[src/rtl/ntru_pkg.sv]
// ntru_pkg: shared constants, state encoding and ternary-to-mod-q mapping for the coefficient streamer
package ntru_pkg;
  localparam int N = 701;
  localparam int QW = 13;
  localparam int LANES = 16;
  localparam int BEATS = (N + LANES - 1) / LANES;
  localparam logic [1:0] TRI_ZERO = 2'b00;
  localparam logic [1:0] TRI_POS = 2'b01;
  localparam logic [1:0] TRI_NEG = 2'b11;
  localparam logic [1:0] TRI_BAD = 2'b10;
  typedef enum logic [2:0] {S_LOAD, S_EN, S_STREAM, S_TAIL, S_DONE} state_t;
  function automatic logic [QW-1:0] tri_to_modq(input logic [1:0] c);
    return c == TRI_POS ? QW'(1) : c == TRI_NEG ? {QW{1'b1}} : '0;
  endfunction
endpackage

[src/rtl/tri_lane_decode.sv]
// tri_lane_decode: sanitises one 2-bit ternary lane, flagging the illegal code and storing it as zero
module tri_lane_decode
  import ntru_pkg::*;
(
  input  logic [1:0] i_code,
  output logic [1:0] o_code,
  output logic       o_bad
);
  assign o_bad = i_code == TRI_BAD;
  assign o_code = o_bad ? TRI_ZERO : i_code;
endmodule

[src/rtl/ternary_coeff_streamer.sv]
// ternary_coeff_streamer: buffers a packed ternary polynomial, then streams it high-index-first to the multiplier
module ternary_coeff_streamer
  import ntru_pkg::*;
(
  input  logic                 clk,
  input  logic                 rst,
  input  logic                 in_valid,
  output logic                 in_ready,
  input  logic [2*LANES-1:0]   in_data,
  input  logic                 in_last,
  output logic                 mul_en,
  output logic [QW-1:0]        mul_c,
  output logic                 busy,
  output logic                 done,
  output logic                 err
);
  localparam int IW = $clog2(N);
  localparam int BW = $clog2(BEATS);
  state_t r_state, w_next;
  logic [BW-1:0] r_beat;
  logic [IW-1:0] r_idx, w_idx_n, w_rd, r_lim, w_lim_early;
  logic [1:0] r_buf [N];
  logic [1:0] w_code [LANES];
  logic [LANES-1:0] w_bad, w_bad_v;
  logic w_acc, w_last_beat, w_fin, w_early;
  logic r_mul_en, r_done, r_err;
  logic [QW-1:0] r_mul_c;
  for (genvar k = 0; k < LANES; k++) begin : g_lane
    tri_lane_decode u_dec (.i_code(in_data[2*k+:2]), .o_code(w_code[k]), .o_bad(w_bad[k]));
    assign w_bad_v[k] = w_bad[k] & (r_beat != BW'(BEATS-1) || k < N - (BEATS-1)*LANES);
  end
  assign in_ready = r_state == S_LOAD;
  assign busy = !in_ready;
  assign w_acc = in_valid & in_ready;
  assign w_last_beat = r_beat == BW'(BEATS-1);
  assign w_fin = w_acc & (w_last_beat | in_last);
  assign w_early = w_acc & in_last & !w_last_beat;
  assign w_lim_early = IW'(r_beat + 1'b1) << $clog2(LANES);
  always_comb begin
    w_next = r_state;
    unique case (r_state)
      S_LOAD:   w_next = w_fin ? S_EN : S_LOAD;
      S_EN:     w_next = S_STREAM;
      S_STREAM: w_next = r_idx == IW'(N-1) ? S_TAIL : S_STREAM;
      S_TAIL:   w_next = S_DONE;
      default:  w_next = S_LOAD;
    endcase
    w_idx_n = (r_state == S_STREAM && w_next == S_STREAM) ? r_idx + 1'b1 : '0;
    w_rd = IW'(N-1) - w_idx_n;
  end
  always_ff @(posedge clk) begin
    if (rst) begin
      r_state <= S_LOAD;
      r_beat <= '0;
      r_idx <= '0;
      r_mul_en <= 1'b0;
      r_mul_c <= '0;
      r_done <= 1'b0;
      r_err <= 1'b0;
    end else begin
      r_state <= w_next;
      r_beat <= w_next != S_LOAD ? '0 : r_beat + BW'(w_acc);
      r_idx <= w_idx_n;
      r_mul_en <= w_next == S_EN;
      r_mul_c <= w_next == S_STREAM ? tri_to_modq(w_rd < r_lim ? r_buf[w_rd] : TRI_ZERO) : '0;
      r_done <= w_next == S_DONE;
      r_err <= r_err | w_early | (w_acc & |w_bad_v);
    end
  end
  // coefficients at or above r_lim were never loaded and read back as zero
  always_ff @(posedge clk) begin
    if (w_fin) r_lim <= w_early ? w_lim_early : IW'(N);
    for (int i = 0; i < N; i++)
      if (w_acc && r_beat == BW'(i / LANES)) r_buf[i] <= w_code[i % LANES];
  end
  assign mul_en = r_mul_en;
  assign mul_c = r_mul_c;
  assign done = r_done;
  assign err = r_err;
endmodule

[config.mk]
export PLATFORM = sky130hd
export DESIGN_NAME = ternary_coeff_streamer
export DESIGN_NICKNAME = d
export VERILOG_FILES = /design/src/rtl/ntru_pkg.sv /design/src/rtl/tri_lane_decode.sv /design/src/rtl/ternary_coeff_streamer.sv
export SDC_FILE = /design/constraint.sdc
export NUM_CORES = 2
export LEC_CHECK = 0
export BUFFER_PORTS_ARGS = -buffer_cell sky130_fd_sc_hd__buf_2
export CAP_MARGIN = 30
export CORE_AREA = 2 2 341 377
export DETAILED_ROUTE_END_ITERATION = 8
export DIE_AREA = 0 0 343 379
export PLACE_DENSITY = 0.65
export SETUP_SLACK_MARGIN = 0.5
export SLEW_MARGIN = 20
export SYNTH_ARGS = -nofsm -noshare
export SYNTH_HDL_FRONTEND = slang
export SYNTH_SLANG_ARGS = --single-unit
[constraint.sdc]
create_clock -name clk -period 8.5 [get_ports clk]
set_input_delay 1.275 -clock clk [delete_from_list [all_inputs] [get_ports clk]]
set_output_delay 1.275 -clock clk [all_outputs]
set_load 0.005 [all_outputs]
== Word-level counts from Yosys, hierarchy flattened ==
Memory sizes are Yosys's and may differ from the RTL's.
Cells that the tools add are included.

* Register bits after elaboration: 45
* RAM bits: 1402
* Input bits: 36
* Output and inout port bits: 18
* Logic and storage cells: 3003
* Memories kept: 1

{| class="wikitable"
|+ Memory list
! memory !! words !! width !! read ports !! clocked after memory_dff !! write ports !! RTL line !! text
|-
| r_buf || 701 || 2 || 1 || 0 || 16 || ternary_coeff_streamer.sv:22 || <nowiki>logic [1:0] r_buf [N];</nowiki>
|}

* $add $sub $neg: 4
* Magnitude comparators: 1
* Equality and inequality tests: 69
* Muxes and demuxes: 2167
* Bitwise gates (word level): 12
* Reduce and logical (&&, ||, !) cells: 739

{| class="wikitable"
|+ Operators with widths
! cell !! number
|-
| $mux W10 || 686
|-
| $mux W2 || 702
|-
| $reduce_or A2 Y1 || 687
|-
| $mux W1 || 776
|-
| $eq A6 B5 Y1 const B || 16
|-
| $eq A6 B6 Y1 const B || 12
|-
| $eq A6 B4 Y1 const B || 8
|-
| $logic_and A1 B1 Y1 || 45
|-
| $eq A2 B2 Y1 const B || 17
|-
| $eq A6 B3 Y1 const B || 4
|-
| $reduce_or A16 Y1 || 1
|-
| $mux W13 || 1
|-
| $eq A6 B2 Y1 const B || 2
|-
| $pmux W3 S4 || 1
|-
| $add A10 B1 Y10 const B || 1
|-
| $eq A10 B10 Y1 const B || 1
|-
| $lt A10 B10 Y1 || 1
|-
| $sub A10 B10 Y10 const A || 1
|-
| $eq A3 B2 Y1 const B || 3
|-
| $and A1 B1 Y1 || 8
|-
| $add A6 B1 Y6 || 1
|-
| $add A6 B1 Y6 const B || 1
|-
| $eq A3 B1 Y1 const B || 2
|-
| $eq A6 B1 Y1 const B || 1
|-
| other kinds (11) || 14
|}

== Logic depth before layout (Yosys ltp) ==
* Word-level depth: 49
* Depth in mapped cells: 30
* Gate-level depth less buffers: 20

== Cells and area by module ==
From an unflattened synthesis, not the netlist that was laid out.

* Cells, all modules: 3890
* Area total of the unflattened synthesis: 59422.0 µm²

{| class="wikitable"
|+ Modules (own cells, without submodules)
! module !! times used !! cells each !! area each (µm²) !! sequential area each (µm²)
|-
| ternary_coeff_streamer || 1 || 3842 || 59161.7 || 42791.0
|-
| tri_lane_decode || 16 || 3 || 16.3 || 0.0
|}

== Least setup slack after synthesis ==
No wires, ideal clock.

* Path kind: register to register
* Start: register r_idx[0]
* End: register r_mul_c[11], in the netlist mul_c[11]
* Setup time: 91 ps
* Arrival time: 6067 ps
* Required time: 8409 ps
* Setup slack: 2342 ps
* Stages on the path, launching flop included: 31
* Path buffers: 11
* Period minus slack after synthesis: 6158 ps
* Cell sequence: dfxtp_1 buf_2 inv_1 ha_1 and4bb_2 a311oi_4 inv_2 buf_6 buf_6 buf_6 buf_2 buf_2 ha_1 or3_1 o211a_1 buf_2 inv_2 buf_4 buf_2 buf_2 buf_2 ha_1 o31a_1 o21ai_0 nand2b_1 a21o_1 a2111oi_0 o2111ai_1 a311oi_1 o211a_1 nor4bb_1

* Cells in the longest elaborated chain, start to end: 11
* Elaborated cells between the ends (all ways): 16
* Those cells by class: add/sub (2); order compare (1); eq/ne (4); mux (5); bitwise (1); reduce/logical (2); memory (1)

{| class="wikitable"
|+ Ends and longest elaborated chain
! element !! RTL line !! text
|-
| start, declared || ternary_coeff_streamer.sv:21 || <nowiki>logic [IW-1:0] r_idx, w_idx_n, w_rd, r_lim, w_lim_early;</nowiki>
|-
| start signal, assigned || ternary_coeff_streamer.sv:63 || <nowiki>r_idx <= w_idx_n;</nowiki>
|-
| $eq A10 B10 Y1 || ternary_coeff_streamer.sv:44 || <nowiki>S_STREAM: w_next = r_idx == IW'(N-1) ? S_TAIL : S_STREAM;</nowiki>
|-
| $mux W1 || ternary_coeff_streamer.sv:44 ||
|-
| $pmux W3 S4 || ternary_coeff_streamer.sv:41 || <nowiki>unique case (r_state)</nowiki>
|-
| $eq A3 B2 Y1 || ternary_coeff_streamer.sv:48, ternary_coeff_streamer.sv:65 ||
|-
| $logic_and A1 B1 Y1 || ternary_coeff_streamer.sv:48 || <nowiki>w_idx_n = (r_state == S_STREAM && w_next == S_STREAM) ? r_idx + 1'b1 : '0;</nowiki>
|-
| $mux W10 || ternary_coeff_streamer.sv:48 ||
|-
| $sub A10 B10 Y10 || ternary_coeff_streamer.sv:49 || <nowiki>w_rd = IW'(N-1) - w_idx_n;</nowiki>
|-
| $mem_v2 Z701 W2 or $lt A10 B10 Y1 (tied branches) || n/a ||
|-
| $mux W2 || ternary_coeff_streamer.sv:65 || <nowiki>r_mul_c <= w_next == S_STREAM ? tri_to_modq(w_rd < r_lim ? r_buf[w_rd] : TRI_ZERO) : '0;</nowiki>
|-
| $eq A2 B1 Y1 or $eq A2 B2 Y1 (tied branches) || ntru_pkg.sv:13 || <nowiki>return c == TRI_POS ? QW'(1) : c == TRI_NEG ? {QW{1'b1}} : '0;</nowiki>
|-
| $reduce_or A3 Y1 (no line) or $mux W13 (tied branches) || n/a ||
|-
| end signal, assigned || ternary_coeff_streamer.sv:65 ||
|-
| end, declared || ternary_coeff_streamer.sv:27 || <nowiki>logic [QW-1:0] r_mul_c;</nowiki>
|}

Parallel ways exist; a longest one is shown, timed or not.
A chain may end at the register's enable or synchronous reset.

== Final worst setup path ==
Same ends and word-level chain as after synthesis.

==> implementation parameters <==
Parameter                              Value

Synth
  Net count after synthesis    2,915
  Syn_area_per_cell    between 15 and 20 µm²
  Async set-or-reset flop fraction in the synthesized netlist    0%
  Post-synthesis sequential element count    1,433
  Post-synthesis sequential area ratio    75.97%
  Dominant register cell in the synthesized netlist    sky130_fd_sc_hd__edfxtp_1
  Syn. warnings    0
  EDFF count, synth    between 1,000 and 1,500
  Number of distinct standard cells referenced by the synthesized netlist    80
  Cell count after synthesis    2,862
  Total standard cell area after synthesis    56,320 µm²

Route
  Total wire length    between 150,000 and 200,000 µm
  Detailed-route wire length per cell    32.32 µm
  Via density per instance    roughly 6.3
  Detailed-route via count    a little over 30,000
  DRC violation count after routing    0
  Count of antenna-violating nets left after detailed routing    0
  Starting DRT DRC Count    5,043
  First-pass iteration count of the detailed router    6

Worst setup path
  Number of cells on the worst reg-to-reg path    19
  Critical path start-end classification    reg -> reg
  CP Data Required Time    just over 9 ns
  Crit-path max FO    79
  Nature of the critical path startpoint    flip-flop
  Critical path data arrival time    7.34 ns
  Crit. End Element    flip-flop

Timing
  Min Tclk post-route    6.690 ns
  Unrepaired setup endpoints after global routing    false
  Final Slew Violations    0
  Peak Freq    149.5 MHz
  Transition time at the pin with the least slew margin    1.050 ns
  Final clock period utilization by the worst path    78.71%
  Worst setup slack after layout    1.810 ns
  Final total negative setup slack    0 ns
  Final setup skew    0.02116 ns
  Hold Fails Final Rpt    0
  Endpoints failing setup    0
  Worst slew margin relative to its limit    between 20% and 30%

Floorplan
  I/O pin total    54
  Starting density of the core    44.64%
  Standard-cell row count    approximately 140
  Area of the die    130,000 µm²
  Die X    ~340 µm
  Die height    379 µm
  Core region area    126,200 µm²

Clocking
  CTS tree    done
  Clock Sink Count    1,433
  Hold buffer count at cts    0
  Number of H-tree levels    4
  Clk root buf    sky130_fd_sc_hd__clkbuf_16
  Clock slew at the register clock pins of the worst setup and hold paths    ~0.060 ns
  Clock insertion delay at the later pin of the skew report    0.77 ns
  Maximum clock path buffer count    3
  Post-CTS setup buffer count    0
  TritonCTS buffer count    135
  PostCTS Resize Cnt    0

Global routing
  Initial antenna violation count    13
  Vias in the first global route    ~30,000
  Met3 Resource Use GR    4.347%
  Global route hottest layer    met2
  Grt met1 use    between 30 and 40%
  Pin count of the biggest net entering global routing    127
  Met2 demand-to-capacity share in global routing    37.60%
  Global-route wire length before repair    218,300 µm
  GRT Resource Usage Total    23.79%
  Aggregate global routing overflow    0

Layout
  Relative area change from synthesis to final layout    12.31%
  Multi-input logic area    12,680 µm²
  Most frequent cells in the layout    1,409 x sky130_fd_sc_hd__edfxtp_1, 326 x sky130_fd_sc_hd__mux4_2, 239 x sky130_fd_sc_hd__nand2_1, 139 x sky130_fd_sc_hd__clkbuf_16, 106 x sky130_fd_sc_hd__buf_4
  Count of fill cells added during filler insertion    10,040
  Most frequent standard cell in the layout excluding fill and tap cells    sky130_fd_sc_hd__edfxtp_1
  Sequential cell area    around 43,000 µm²
  Total number of nets in the final design    3,044
  Fraction of final layout cells sized beyond drive strength 1    ~25%

Min path
  Worst min-delay path class    reg -> reg
  Number of cells traversed by the worst hold path    1

Placement
  IO buf count    53
  Worst slack, placed    ~1.9 ns
  DPL Wire Length    79,300 µm
  Placer congestion estimate    0.8965

Run status
  Status    finished clean

Pwr
  Static power due to leakage    around 20 nW
  Power per Cell Area    228.7 nW/µm²
  Maximum resistive drop on vdd    0.0002458 V

Flow run
  Max-cap viol count    0
[power breakdown]
group	leakage [nW]	total, mW	switching (mW)	internal [mW]
Clock	2.10	5.91	2.57	3.34
Sequential	12.6	7.80	0.0104	7.79
Combinational	5.06	0.754	0.512	0.242
[cell type report]
| class | instances | share of cell area, % |
|---|---|---|
| inverter | 46 | 0.2928 |
| multi-input combinational | 1206 | 20.05 |
| clock inverter | 75 | 1.104 |
| clock buffer | 166 | 5.675 |
| sequential | 1433 | 67.65 |
| tap | 1668 | 3.299 |
| timing repair buffer | 169 | 1.925 |
| antenna | 1 | 0.003956 |
[synth_stat cells, drive strengths merged (3+ instances only)]
cell type | count | area share [%]
a2111oi | 6 | 0.093
a211oi | 11 | 0.15
a21boi | 4 | 0.053
a21oi | 25 | 0.24
a221oi | 3 | 0.047
a22o | 4 | 0.062
a22oi | 11 | 0.15
a311oi | 5 | 0.11
a31o | 3 | 0.047
a31oi | 16 | 0.18
a32o | 6 | 0.11
a32oi | 7 | 0.11
a41oi | 3 | 0.047
and2 | 21 | 0.23
and3 | 22 | 0.24
and4 | 3 | 0.047
buf | 88 | 0.90
clkbuf | 89 | 0.59
dfxtp | 24 | 0.85
edfxtp | 1409 | 75
ha | 17 | 0.38
inv | 45 | 0.30
mux2i | 63 | 1.1
mux4 | 326 | 13
nand2 | 239 | 1.6
nand2b | 6 | 0.067
nand3 | 70 | 0.62
nand3b | 4 | 0.053
nand4 | 20 | 0.22
nor2 | 115 | 0.77
nor2b | 7 | 0.078
nor3 | 31 | 0.28
nor4 | 15 | 0.17
o2111ai | 7 | 0.11
o211a | 5 | 0.089
o21ai | 26 | 0.23
o22ai | 16 | 0.18
o31a | 4 | 0.062
o31ai | 8 | 0.11
o32ai | 4 | 0.062
or2 | 4 | 0.044
or3 | 7 | 0.078
or4 | 6 | 0.080
xnor2 | 14 | 0.22
xor2 | 6 | 0.093
[logic make-up after synthesis]
logic type      after synthesis  share of synthesized area, %
fa+ha+maj                    17                        0.3776
xor+xnor                     20                        0.3110
flops                      1433                         75.97
compound gates              198                         2.604
simple gates                581                         4.754
mux                         390                         14.18
buf+inv                     223                         1.804
[routing by layer]
layer	vias to the layer above	share of wire (%)	wire [µm]
met5	-	0.0084	13
met1	15920	38	58110
li1	11910	-	-
met2	2026	47	73110
met4	2	3.9	6020
met3	337	11	16740
[final timing paths]
path | start | endpoint | slack (ns)
setup reg to reg | r_idx[0] | mul_c[11] | 1.81
hold reg to reg | r_state[2] | r_state[2] | 0.53
hold / removal | r_state[2] | r_state[2] | 0.53
setup / recovery | r_idx[0] | mul_c[11] | 1.81
[worst max-delay path: stages (launching register included)]
cell	delay, ns
sky130_fd_sc_hd__dfxtp_1	0.62
sky130_fd_sc_hd__inv_1	0.13
sky130_fd_sc_hd__ha_1	0.22
sky130_fd_sc_hd__and4bb_2	0.28
sky130_fd_sc_hd__a311oi_4	0.45
sky130_fd_sc_hd__inv_8	0.33
sky130_fd_sc_hd__ha_4	0.31
sky130_fd_sc_hd__nor4b_1	0.34
sky130_fd_sc_hd__a21oi_1	0.14
sky130_fd_sc_hd__o21ai_0	0.14
sky130_fd_sc_hd__and3_1	0.61
sky130_fd_sc_hd__inv_2	0.41
sky130_fd_sc_hd__nand2_1	0.58
sky130_fd_sc_hd__o221ai_1	0.24
sky130_fd_sc_hd__a211oi_1	0.40
sky130_fd_sc_hd__o32ai_1	0.19
sky130_fd_sc_hd__buf_2	0.21
sky130_fd_sc_hd__a31oi_1	0.38
sky130_fd_sc_hd__o211a_1	0.23
sky130_fd_sc_hd__nor4bb_1	0.33
[metrics by stage]
stage / hold slack [ns] / area (µm²) / util, % / cells / total power, mW
floorplan: 0.4604 / 56320 / - / 2862 / 8.378
global placement: 0.5007 / 58870 / 46.66 / 4515 / 8.685
detailed placement: 0.5105 / 58900 / 46.69 / 4519 / 8.694
CTS: 0.5184 / 63190 / 50.09 / 4760 / 14.53
global route: 0.5594 / 63250 / 50.14 / 4764 / 14.81
finish: 0.5287 / 63250 / 50.14 / 4764 / 14.46
[registers in the layout, indices dropped and copies added (netlist names), 2 cells and up]
register  count
r_buf      1402
r_idx        10
r_lim         7
r_beat        6
r_state       3
mul_c         2
No activity file was read; power rests on OpenSTA's default activity.
